## src/rtl/fx_writeback_queue_pkg.sv

```systemverilog
// rtl/fx_writeback_queue_pkg.sv - shared fixed-point widths and writeback entry layout
//
// Purpose: common definitions for the FX register file and its writeback queue.
//   - default GPR/XER data width and GPR address width
//   - default writeback queue depth and number of register-file write ports
//   - bit layout of a packed queue entry: {addr, val, xerEn, xerVal}, with
//     xerVal in the least significant bits
package fx_writeback_queue_pkg;

  localparam int unsigned fxRegSize      = 64;
  localparam int unsigned fxGprAddrBits  = 6;
  localparam int unsigned fxWbQueueDepth = 8;
  localparam int unsigned fxWbPorts      = 4;

  // Entry field positions. xerVal starts at bit 0.
  function automatic int unsigned entryXerEnBit(input int unsigned regSize);
    return regSize;
  endfunction

  function automatic int unsigned entryValLsb(input int unsigned regSize);
    return regSize + 1;
  endfunction

  function automatic int unsigned entryAddrLsb(input int unsigned regSize);
    return 2 * regSize + 1;
  endfunction

  function automatic int unsigned entryBits(input int unsigned regSize,
                                            input int unsigned addrBits);
    return 2 * regSize + 1 + addrBits;
  endfunction

endpackage

```

## src/rtl/fx_wb_select.sv

```systemverilog
// rtl/fx_wb_select.sv - combinational drain-group selection for the writeback queue
//
// Purpose: from the four oldest queue entries, pick the longest age-ordered
// prefix that holds no repeated GPR address, route it to write ports in age
// order, and pick the XER update from the youngest selected entry that has one.
//
// Ports:
//   availCount  in   number of valid entries in the queue (candidates beyond it are ignored)
//   candAddr    in   candidate GPR addresses, index 0 = oldest
//   candVal     in   candidate GPR data
//   candXerEn   in   candidate also writes XER
//   candXerVal  in   candidate XER data
//   drainCount  out  number of entries selected (0..4)
//   portEn      out  per write port enable
//   portAddr    out  per write port address (0 when disabled)
//   portVal     out  per write port data (0 when disabled)
//   xerEn       out  an XER write is part of this group
//   xerVal      out  XER data (0 when xerEn=0)
module fx_wb_select
  import fx_writeback_queue_pkg::*;
#(
  parameter int unsigned regSize           = fxRegSize,
  parameter int unsigned numGPRAddressBits = fxGprAddrBits,
  parameter int unsigned cntWidth          = 4
) (
  input  logic [cntWidth-1:0]          availCount,
  input  logic [numGPRAddressBits-1:0] candAddr   [fxWbPorts],
  input  logic [regSize-1:0]           candVal    [fxWbPorts],
  input  logic                         candXerEn  [fxWbPorts],
  input  logic [regSize-1:0]           candXerVal [fxWbPorts],
  output logic [2:0]                   drainCount,
  output logic                         portEn     [fxWbPorts],
  output logic [numGPRAddressBits-1:0] portAddr   [fxWbPorts],
  output logic [regSize-1:0]           portVal    [fxWbPorts],
  output logic                         xerEn,
  output logic [regSize-1:0]           xerVal
);

  logic stopScan;
  logic takeEntry;

  always_comb begin
    drainCount = '0;
    xerEn      = 1'b0;
    xerVal     = '0;
    stopScan   = 1'b0;
    takeEntry  = 1'b0;
    for (int i = 0; i < fxWbPorts; i++) begin
      portEn[i]   = 1'b0;
      portAddr[i] = '0;
      portVal[i]  = '0;
    end

    // Selection is a prefix: once an entry is refused, nothing younger may
    // pass it, so every entry before i is already selected when i is checked.
    for (int i = 0; i < fxWbPorts; i++) begin
      takeEntry = !stopScan && (availCount > cntWidth'(i));
      for (int j = 0; j < i; j++) begin
        if (candAddr[j] == candAddr[i]) begin
          takeEntry = 1'b0;
        end
      end
      if (takeEntry) begin
        portEn[i]   = 1'b1;
        portAddr[i] = candAddr[i];
        portVal[i]  = candVal[i];
        drainCount  = drainCount + 3'd1;
        // Later (younger) entries overwrite, leaving the youngest XER value.
        if (candXerEn[i]) begin
          xerEn  = 1'b1;
          xerVal = candXerVal[i];
        end
      end else begin
        stopScan = 1'b1;
      end
    end
  end

endmodule

```

## src/rtl/fx_writeback_queue.sv

```systemverilog
// rtl/fx_writeback_queue.sv - two-in / four-out FX result writeback queue
//
// Purpose: buffers up to two execution results per cycle and retires up to four
// per cycle to the GPR file, never writing the same GPR twice in one group.
//
// Ports:
//   clock_i, reset_i                 rising-edge clock, asynchronous active-high reset
//   res{1,2}Valid_i/Addr_i/Val_i     result inputs, port 1 older than port 2
//   res{1,2}XerEn_i/XerVal_i         result also updates XER, with this data
//   inReady_o                        two free entries available (registered state only)
//   gprWrite{1..4}En_o/Val_o,
//   gprWriteAddr{1..4}_o             registered GPR write ports, oldest on port 1
//   XERWriteEn_o, XERVal_o           registered XER write request
//   occupancy_o                      current entry count
module fx_writeback_queue
  import fx_writeback_queue_pkg::*;
#(
  parameter int unsigned regSize           = fxRegSize,
  parameter int unsigned numGPRAddressBits = fxGprAddrBits,
  parameter int unsigned queueDepth        = fxWbQueueDepth
) (
  input  logic                         clock_i,
  input  logic                         reset_i,
  input  logic                         res1Valid_i,
  input  logic [numGPRAddressBits-1:0] res1Addr_i,
  input  logic [regSize-1:0]           res1Val_i,
  input  logic                         res1XerEn_i,
  input  logic [regSize-1:0]           res1XerVal_i,
  input  logic                         res2Valid_i,
  input  logic [numGPRAddressBits-1:0] res2Addr_i,
  input  logic [regSize-1:0]           res2Val_i,
  input  logic                         res2XerEn_i,
  input  logic [regSize-1:0]           res2XerVal_i,
  output logic                         inReady_o,
  output logic                         gprWrite1En_o,
  output logic                         gprWrite2En_o,
  output logic                         gprWrite3En_o,
  output logic                         gprWrite4En_o,
  output logic [numGPRAddressBits-1:0] gprWriteAddr1_o,
  output logic [numGPRAddressBits-1:0] gprWriteAddr2_o,
  output logic [numGPRAddressBits-1:0] gprWriteAddr3_o,
  output logic [numGPRAddressBits-1:0] gprWriteAddr4_o,
  output logic [regSize-1:0]           gprWrite1Val_o,
  output logic [regSize-1:0]           gprWrite2Val_o,
  output logic [regSize-1:0]           gprWrite3Val_o,
  output logic [regSize-1:0]           gprWrite4Val_o,
  output logic                         XERWriteEn_o,
  output logic [regSize-1:0]           XERVal_o,
  output logic [$clog2(queueDepth):0]  occupancy_o
);

  localparam int unsigned ptrWidth   = $clog2(queueDepth);
  localparam int unsigned cntWidth   = ptrWidth + 1;
  localparam int unsigned entryWidth = entryBits(regSize, numGPRAddressBits);
  localparam int unsigned addrLsb    = entryAddrLsb(regSize);
  localparam int unsigned valLsb     = entryValLsb(regSize);
  localparam int unsigned xerEnBit   = entryXerEnBit(regSize);

  logic [entryWidth-1:0] entryMem [queueDepth];
  logic [ptrWidth-1:0]   rdPtr, wrPtr;
  // One bit wider than the pointers so full and empty are distinct values.
  logic [cntWidth-1:0]   count;

  logic                  enq1, enq2;
  logic [1:0]            enqCount;
  logic [entryWidth-1:0] res1Entry, res2Entry;

  logic [numGPRAddressBits-1:0] candAddr   [fxWbPorts];
  logic [regSize-1:0]           candVal    [fxWbPorts];
  logic                         candXerEn  [fxWbPorts];
  logic [regSize-1:0]           candXerVal [fxWbPorts];

  logic [2:0]                   drainCount;
  logic                         selEn   [fxWbPorts];
  logic [numGPRAddressBits-1:0] selAddr [fxWbPorts];
  logic [regSize-1:0]           selVal  [fxWbPorts];
  logic                         selXerEn;
  logic [regSize-1:0]           selXerVal;

  logic                         wrEnQ   [fxWbPorts];
  logic [numGPRAddressBits-1:0] wrAddrQ [fxWbPorts];
  logic [regSize-1:0]           wrValQ  [fxWbPorts];
  logic                         xerEnQ;
  logic [regSize-1:0]           xerValQ;

  // Depends only on the count register, never on this cycle's inputs.
  assign inReady_o = (cntWidth'(queueDepth) - count) >= cntWidth'(2);

  assign enq1     = inReady_o & res1Valid_i;
  assign enq2     = inReady_o & res2Valid_i;
  assign enqCount = {1'b0, enq1} + {1'b0, enq2};

  assign res1Entry = {res1Addr_i, res1Val_i, res1XerEn_i, res1XerVal_i};
  assign res2Entry = {res2Addr_i, res2Val_i, res2XerEn_i, res2XerVal_i};

  // New entries land in free slots, so they never disturb the entries being
  // drained at the same edge. A lone port-2 result takes the first free slot.
  always_ff @(posedge clock_i) begin
    if (enq1) begin
      entryMem[wrPtr] <= res1Entry;
    end
    if (enq2) begin
      entryMem[wrPtr + ptrWidth'(enq1)] <= res2Entry;
    end
  end

  for (genvar g = 0; g < fxWbPorts; g++) begin : gCand
    logic [entryWidth-1:0] candEntry;
    assign candEntry     = entryMem[rdPtr + ptrWidth'(g)];
    assign candAddr[g]   = candEntry[addrLsb +: numGPRAddressBits];
    assign candVal[g]    = candEntry[valLsb +: regSize];
    assign candXerEn[g]  = candEntry[xerEnBit];
    assign candXerVal[g] = candEntry[0 +: regSize];
  end

  fx_wb_select #(
    .regSize          (regSize),
    .numGPRAddressBits(numGPRAddressBits),
    .cntWidth         (cntWidth)
  ) uSelect (
    .availCount(count),
    .candAddr  (candAddr),
    .candVal   (candVal),
    .candXerEn (candXerEn),
    .candXerVal(candXerVal),
    .drainCount(drainCount),
    .portEn    (selEn),
    .portAddr  (selAddr),
    .portVal   (selVal),
    .xerEn     (selXerEn),
    .xerVal    (selXerVal)
  );

  always_ff @(posedge clock_i or posedge reset_i) begin
    if (reset_i) begin
      rdPtr   <= '0;
      wrPtr   <= '0;
      count   <= '0;
      xerEnQ  <= 1'b0;
      xerValQ <= '0;
      for (int i = 0; i < fxWbPorts; i++) begin
        wrEnQ[i]   <= 1'b0;
        wrAddrQ[i] <= '0;
        wrValQ[i]  <= '0;
      end
    end else begin
      rdPtr   <= rdPtr + ptrWidth'(drainCount);
      wrPtr   <= wrPtr + ptrWidth'(enqCount);
      count   <= count + cntWidth'(enqCount) - cntWidth'(drainCount);
      xerEnQ  <= selXerEn;
      xerValQ <= selXerVal;
      for (int i = 0; i < fxWbPorts; i++) begin
        wrEnQ[i]   <= selEn[i];
        wrAddrQ[i] <= selAddr[i];
        wrValQ[i]  <= selVal[i];
      end
    end
  end

  assign gprWrite1En_o   = wrEnQ[0];
  assign gprWrite2En_o   = wrEnQ[1];
  assign gprWrite3En_o   = wrEnQ[2];
  assign gprWrite4En_o   = wrEnQ[3];
  assign gprWriteAddr1_o = wrAddrQ[0];
  assign gprWriteAddr2_o = wrAddrQ[1];
  assign gprWriteAddr3_o = wrAddrQ[2];
  assign gprWriteAddr4_o = wrAddrQ[3];
  assign gprWrite1Val_o  = wrValQ[0];
  assign gprWrite2Val_o  = wrValQ[1];
  assign gprWrite3Val_o  = wrValQ[2];
  assign gprWrite4Val_o  = wrValQ[3];
  assign XERWriteEn_o    = xerEnQ;
  assign XERVal_o        = xerValQ;
  assign occupancy_o     = count;

endmodule

```

## config.mk

```make
export PLATFORM = sky130hd
export DESIGN_NAME = fx_writeback_queue
export DESIGN_NICKNAME = d
export VERILOG_FILES = /design/src/rtl/fx_writeback_queue_pkg.sv /design/src/rtl/fx_wb_select.sv /design/src/rtl/fx_writeback_queue.sv
export SDC_FILE = /design/constraint.sdc
export NUM_CORES = 2
export LEC_CHECK = 0
export BUFFER_PORTS_ARGS = -buffer_cell sky130_fd_sc_hd__buf_2
export CORE_MARGIN = 10
export CORE_UTILIZATION = 56
export DETAILED_ROUTE_END_ITERATION = 6
export HOLD_SLACK_MARGIN = 0.03
export PLACE_DENSITY_LB_ADDON = 0.3
export SLEW_MARGIN = 0
export SYNTH_ARGS = -nofsm -noshare
export SYNTH_HDL_FRONTEND = slang
export SYNTH_HIERARCHICAL = 1
export SYNTH_SLANG_ARGS = --single-unit
export TNS_END_PERCENT = 100
```

## constraint.sdc

```tcl
create_clock -name clock_i -period 16.1 [get_ports clock_i]
set_input_delay 1.61 -clock clock_i [delete_from_list [all_inputs] [get_ports clock_i]]
set_output_delay 1.61 -clock clock_i [all_outputs]
set_load 0.02 [all_outputs]
```

# == Word level (Yosys, flattened, before mapping) ==
# Memory sizes are Yosys's and may differ from the RTL's.
# Index checks and enable logic that the tools add are counted.
# totals
ff_bits,359
latchBits,0
mem_bits_rw,1080
romBits,0
inputBits,274
out_inout_bits,354
mem_count,1
# memory_table
name,words,width,rd,rd_clocked_by_memory_dff,wr,line_no,rtl
entryMem,8,135,4,0,2,fx_writeback_queue.sv:59,logic [entryWidth-1:0] entryMem [queueDepth];
# classes
add_sub_neg,13
multipliers,0
div,0
n_lt_le_gt_ge,5
eq_ne,6
shift,0
n_mux,45
bitwise,2
n_reduce_logical,5
# ops
operator,n
2-to-1 mux 64 bit,12
== test 6 bit,6
2-to-1 mux 1 bit,26
2-to-1 mux 6 bit,4
"adder 3 x 1 -> 3 bit, second input constant",4
2-to-1 mux 3 bit,3
"greater-than comparator 4 x 1 -> 1 bit, second input constant",2
"greater-than comparator 4 x 2 -> 1 bit, second input constant",2
"adder 3 x 2 -> 3 bit, second input constant",2
adder 4 x 2 -> 4 bit,1
"greater-or-equal comparator 4 x 2 -> 1 bit, second input constant",1
subtractor 4 x 3 -> 4 bit,1
"subtractor 4 bit, first input constant",1
adder 3 x 1 -> 3 bit,1
adder 3 x 2 -> 3 bit,1
adder 3 bit,1
logical AND 1 bit,3
adder 1 x 1 -> 2 bit,1
bitwise AND 1 bit,2
logical NOT 1 bit,2

# == Depth between registers and ports, before layout ==
# An unclocked memory read counts as a cell.
# depth
depth_word,17
mapped_depth,30
mapped_depth_nobuf,19

# == Cells and area by module ==
# The synthesis kept the hierarchy.
# modules_own_cells
mod,n_inst,cells_per_inst,area_per_inst_um2,seq_area_each_um2
fx_writeback_queue,1,4589,80960.1,41414.7
fx_wb_select,1,827,4854.7,0.0

# == Worst setup path before layout ==
# OpenSTA, ideal clock, no wires.
# synth_path
kind,in2reg
from,input res1Valid_i
to,"memory entryMem[0][0] (netlist name), enable pin"
setup_ns,0.994
arrival_ns,15.333
slack_ns,-0.227
stages,2
path_buffers,0
cell_sequence,o21ai_1 > o41ai_1
# synth_lines
item,line_no,rtl
start: declaration,fx_writeback_queue.sv:24,"input logic res1Valid_i,"
end: declaration,fx_writeback_queue.sv:59,

# == Final worst setup path ==
# layout_path
from,register rdPtr[0]
to,"register count[2], in the netlist occupancy_o[2]"
# layout_via
elab_chain_cells,17
word_cells_on_any_way,28
cone_classes,add/sub: 6; eq/ne: 6; mux: 11; reduce/logical: 4; memory: 1
# layout_rtl
item,line_no,rtl
start: declaration,fx_writeback_queue.sv:60,"logic [ptrWidth-1:0] rdPtr, wrPtr;"
start signal: assignment,fx_writeback_queue.sv:147,rdPtr <= rdPtr + ptrWidth'(drainCount);
adder 3 x 1 -> 3 bit (*),fx_writeback_queue.sv:109,assign candEntry = entryMem[rdPtr + ptrWidth'(g)];
memory (8 x 135 bit) (*),--,
named net gCand[1].candEntry[133],fx_writeback_queue.sv:108,logic [entryWidth-1:0] candEntry;
branches (longest 13 deep; another with adder 3 x 1 -> 3 bit),--,
2-to-1 mux 3 bit (*),fx_wb_select.sv:63,if (takeEntry) begin
named net drainCount[0],fx_writeback_queue.sv:73,logic [2:0] drainCount;
subtractor 4 x 3 -> 4 bit (*),fx_writeback_queue.sv:149,count <= count + cntWidth'(enqCount) - cntWidth'(drainCount);
end signal: assignment,fx_writeback_queue.sv:149,
end: declaration,fx_writeback_queue.sv:62,logic [cntWidth-1:0] count;
# Mark *: on every way through the listed nets, which the timed path passes.

==> impl_metrics.csv <==
group,metric,value,unit
setup_path,cp_common_cell,"ha_1",
drt,via_count,53624,
synth,synth_enable_flop_cells,1080,
cts,ctsResizeCount,0,
cts,root_buffer,"clkbuf_16",
placed_design,pre_cts_ws,7.851,ns
min_path,hp-class,"register to register",
global_route,grt_pass1_wl,370.6,mm
global_route,grt_pass1_vias,55976,
drt,wl_per_cell,31.23,µm
setup_path,worst-r2r-setup-slack,7.91,ns
cts,cts_tree,"done",
setup_path,worst-path-stages,21,
cts,clock-sinks,1439,
finish,drive_gt1_share,60.78,%
sta,worstMarginPinSlew,1.327,ns
placed_design,dp_hpwl,140.7,mm
floorplan,fp.dieH,411.5,µm
floorplan,initial_core_util,56.43,%
placed_design,dp_cells,7712,
sta,fin_crit,8.191,ns
synth,synth_seq_area_share,48.26,%
floorplan,io_pins,628,
placed_design,io_buffers,627,
drt,drtIter0Drc,5196,
floorplan,fp.dieW,411.5,µm
finish,final_cells,8071,
finish,layout_commonest_cell,"mux2_2",
sta,setup_violations,0,
drt,dr.pass1.iters,5,
cts,cts_hold_buf,0,
global_route,grt_max_degree,206,
cts,clk_pin_slew,0.06,ns
setup_path,crit_arrival,8.86,ns
setup_path,r2r-start,"rdPtr[0]",
sta,setup_ws,7.909,ns
cts,clkLatencyLatePin,0.81,ns
finish,finish.utilization,62.89,%
synth,synth_area_per_cell,15.84,µm²
synth,synth_nets,5711,
setup_path,path_buf_inv,5,
floorplan,dieArea,169300,µm²
synth,synth-seq-cells,1439,
setup_path,critical_path.cell_chain,"ha_1 -> xnor2_2 -> buf_4 -> buf_4 -> mux4_2 -> xnor2_1 -> nand4_1 -> nor2_1 -> nor2_4 -> ha_1 -> o31ai_4 -> nor4_2 -> buf_4 -> nand2b_1 -> xnor2_1 -> ha_1 -> inv_1 -> ha_1 -> inv_1 -> fa_1 -> xnor2_1",
sta,clock_skew,0.03802,ns
setup_path,setup.worst_path.class,"register to register",
placed_design,gp_congestion,0.8511,
global_route,grt.overflow.total,0,
cts,cts_setup_buffers,0,
setup_path,critPathRequiredTime,16.77,ns
sta,hold_viol,0,
sta,slew_violations,0,
sta,rsz0062_at_grt,"no",
synth,ys_types,48,
setup_path,worst-path-max-fanout,73,
setup_path,setup.worst_path.end,"occupancy_o[2]",
synth,ys.flop_type,"edfxtp_1",
cts,cts.htree.levels,4,
synth,synthArstFlopShare,24.95,%
finish,final_cell_mix,"mux2_2, edfxtp_1, buf_2",
setup_path,reg2reg_to,"occupancy_o[2]",
placed_design,dpl_cell_area,90340,µm²
sta,slew_headroom,11.52,%
drt,routed_wl,252.1,mm
setup_path,startpoint_type,"register",
setup_path,critPathCaptureType,"register",
global_route,grt_util_all_layers,29.21,%
sta,max_freq,0.1221,GHz
cts,clk_path_buf_depth,3,
drt,postRouteAntennaNets,0,
setup_path,critPathSlowestCell,"dfrtp_4",
floorplan,core-area,152100,µm²
setup_path,crit_start,"rdPtr[0]",
status,status,"finished, final reports clean",
sta,post-route-period-util,50.88,%
finish,design_area,95640,µm²
floorplan,num_rows,143,
finish,nNetsFinal,6138,
cts,tritoncts.num_buffers,159,
drt,viasPerCell,6.644,
drt,drc,0,
finish,synthToLayoutAreaGrowth,11.45,%
synth,syn_inst,5416,
flow_run,maxCapViolations,0,
setup_path,critical-path-top-delay-family,"buffers and inverters",
setup_path,ff2ff_path_depth,21,
synth,ys_warn_count,6,
synth,synth_area,85810,µm²
setup_path,critPathMaxStageDelay,1.03,ns
global_route,grt_antenna_before_repair,112,
[worst min path at each step]
stage | start | depth (start not counted) | slack, ns | to
3_5_place_dp | wrPtr[2] | 1 | 0.69 | wrPtr[2]
6_report | wrPtr[2] | 1 | 0.72 | wrPtr[2]
4_1_cts | wrPtr[2] | 1 | 0.71 | wrPtr[2]
5_1_grt | wrPtr[2] | 1 | 0.74 | wrPtr[2]
2_1_floorplan | rdPtr[0] | 1 | 0.51 | rdPtr[0]
3_3_place_gp | occupancy_o[0] | 1 | 0.68 | occupancy_o[0]
[Yosys cell counts, drive strengths merged, types with 4 or more instances]
cell / count / share of area, %
and2: 281 / 2.1
nand3: 5 / 0.029
o41ai: 5 / 0.060
nor3: 8 / 0.058
ha: 17 / 0.25
nand4: 6 / 0.044
mux2: 2161 / 29
a221oi: 64 / 0.70
o211ai: 4 / 0.035
xnor2: 39 / 0.40
mux4: 540 / 14
nor2: 136 / 0.59
dfrtp: 359 / 10
o31ai: 65 / 0.58
xor2: 10 / 0.10
inv: 21 / 0.092
clkbuf: 221 / 0.97
fa: 4 / 0.093
buf: 228 / 1.7
o21ai: 9 / 0.052
edfxtp: 1080 / 38
nand2: 135 / 0.59
[metrics by stage]
stage	hold WS (ns)	setup TNS [ns]
3_5_place_dp	0.6911	0
6_report	0.7235	0
4_1_cts	0.7080	0
3_3_place_gp	0.6776	0
2_1_floorplan	0.5050	-122.51
5_1_grt	0.7447	0
[registers in the layout (all words and copies together), names as in the netlist]
signal / count
entryMem: 1080
XERVal_o: 64
gprWrite1Val_o: 64
gprWrite2Val_o: 64
gprWrite3Val_o: 64
gprWrite4Val_o: 64
gprWriteAddr1_o: 6
gprWriteAddr2_o: 6
gprWriteAddr3_o: 6
gprWriteAddr4_o: 6
occupancy_o: 4
rdPtr: 3
wrPtr: 3
XERWriteEn_o: 1
gprWrite1En_o: 1
gprWrite2En_o: 1
gprWrite3En_o: 1
gprWrite4En_o: 1
[final cells by class]
class	instances	area, µm²
clock inverter	68	658.1
multi-input combinational	3507	42260
antenna	62	155.1
fill	11172	56450
timing repair buffer	715	4024
clock buffer	229	4484
inverter	21	93.84
sequential	1439	41420
tap	2030	2540
[cells by family (layout without fill, tap and decap cells)]
| family | count (synthesis) | count (layout) | synth area share, % |
|---|---|---|---|
| simple gates | 579 | 579 | 3.444 |
| xor+xnor | 49 | 49 | 0.5001 |
| other cells | 0 | 62 | 0 |
| flops | 1439 | 1439 | 48.26 |
| mux | 2702 | 2702 | 43.22 |
| buf+inv | 470 | 1033 | 2.728 |
| fa+ha+maj | 21 | 21 | 0.3412 |
| compound gates | 156 | 156 | 1.503 |
[worst reg2reg max path: stages (launching register included)]
cell      delay, ns
dfrtp_4        1.03
ha_1           0.33
xnor2_2        0.13
buf_4          0.68
buf_4          0.70
mux4_2         0.68
xnor2_1        0.16
nand4_1        0.13
nor2_1         0.09
nor2_4         0.94
ha_1           0.37
o31ai_4        0.13
nor4_2         0.35
buf_4          0.87
nand2b_1       0.23
xnor2_1        0.15
ha_1           0.27
inv_1          0.06
ha_1           0.15
inv_1          0.06
fa_1           0.43
xnor2_1        0.14
[metal layers]
metal  routed length, µm  up-vias  track usage (%)
li1                    -    22376                -
met1               95410    27746            37.04
met2              122200     2755            47.84
met3               24360      655            7.565
met4                9490       92            11.81
met5                 593        -                0
Power is not shown: default switching activity piles up to over one toggle a cycle in this logic, so the estimate is an artifact.
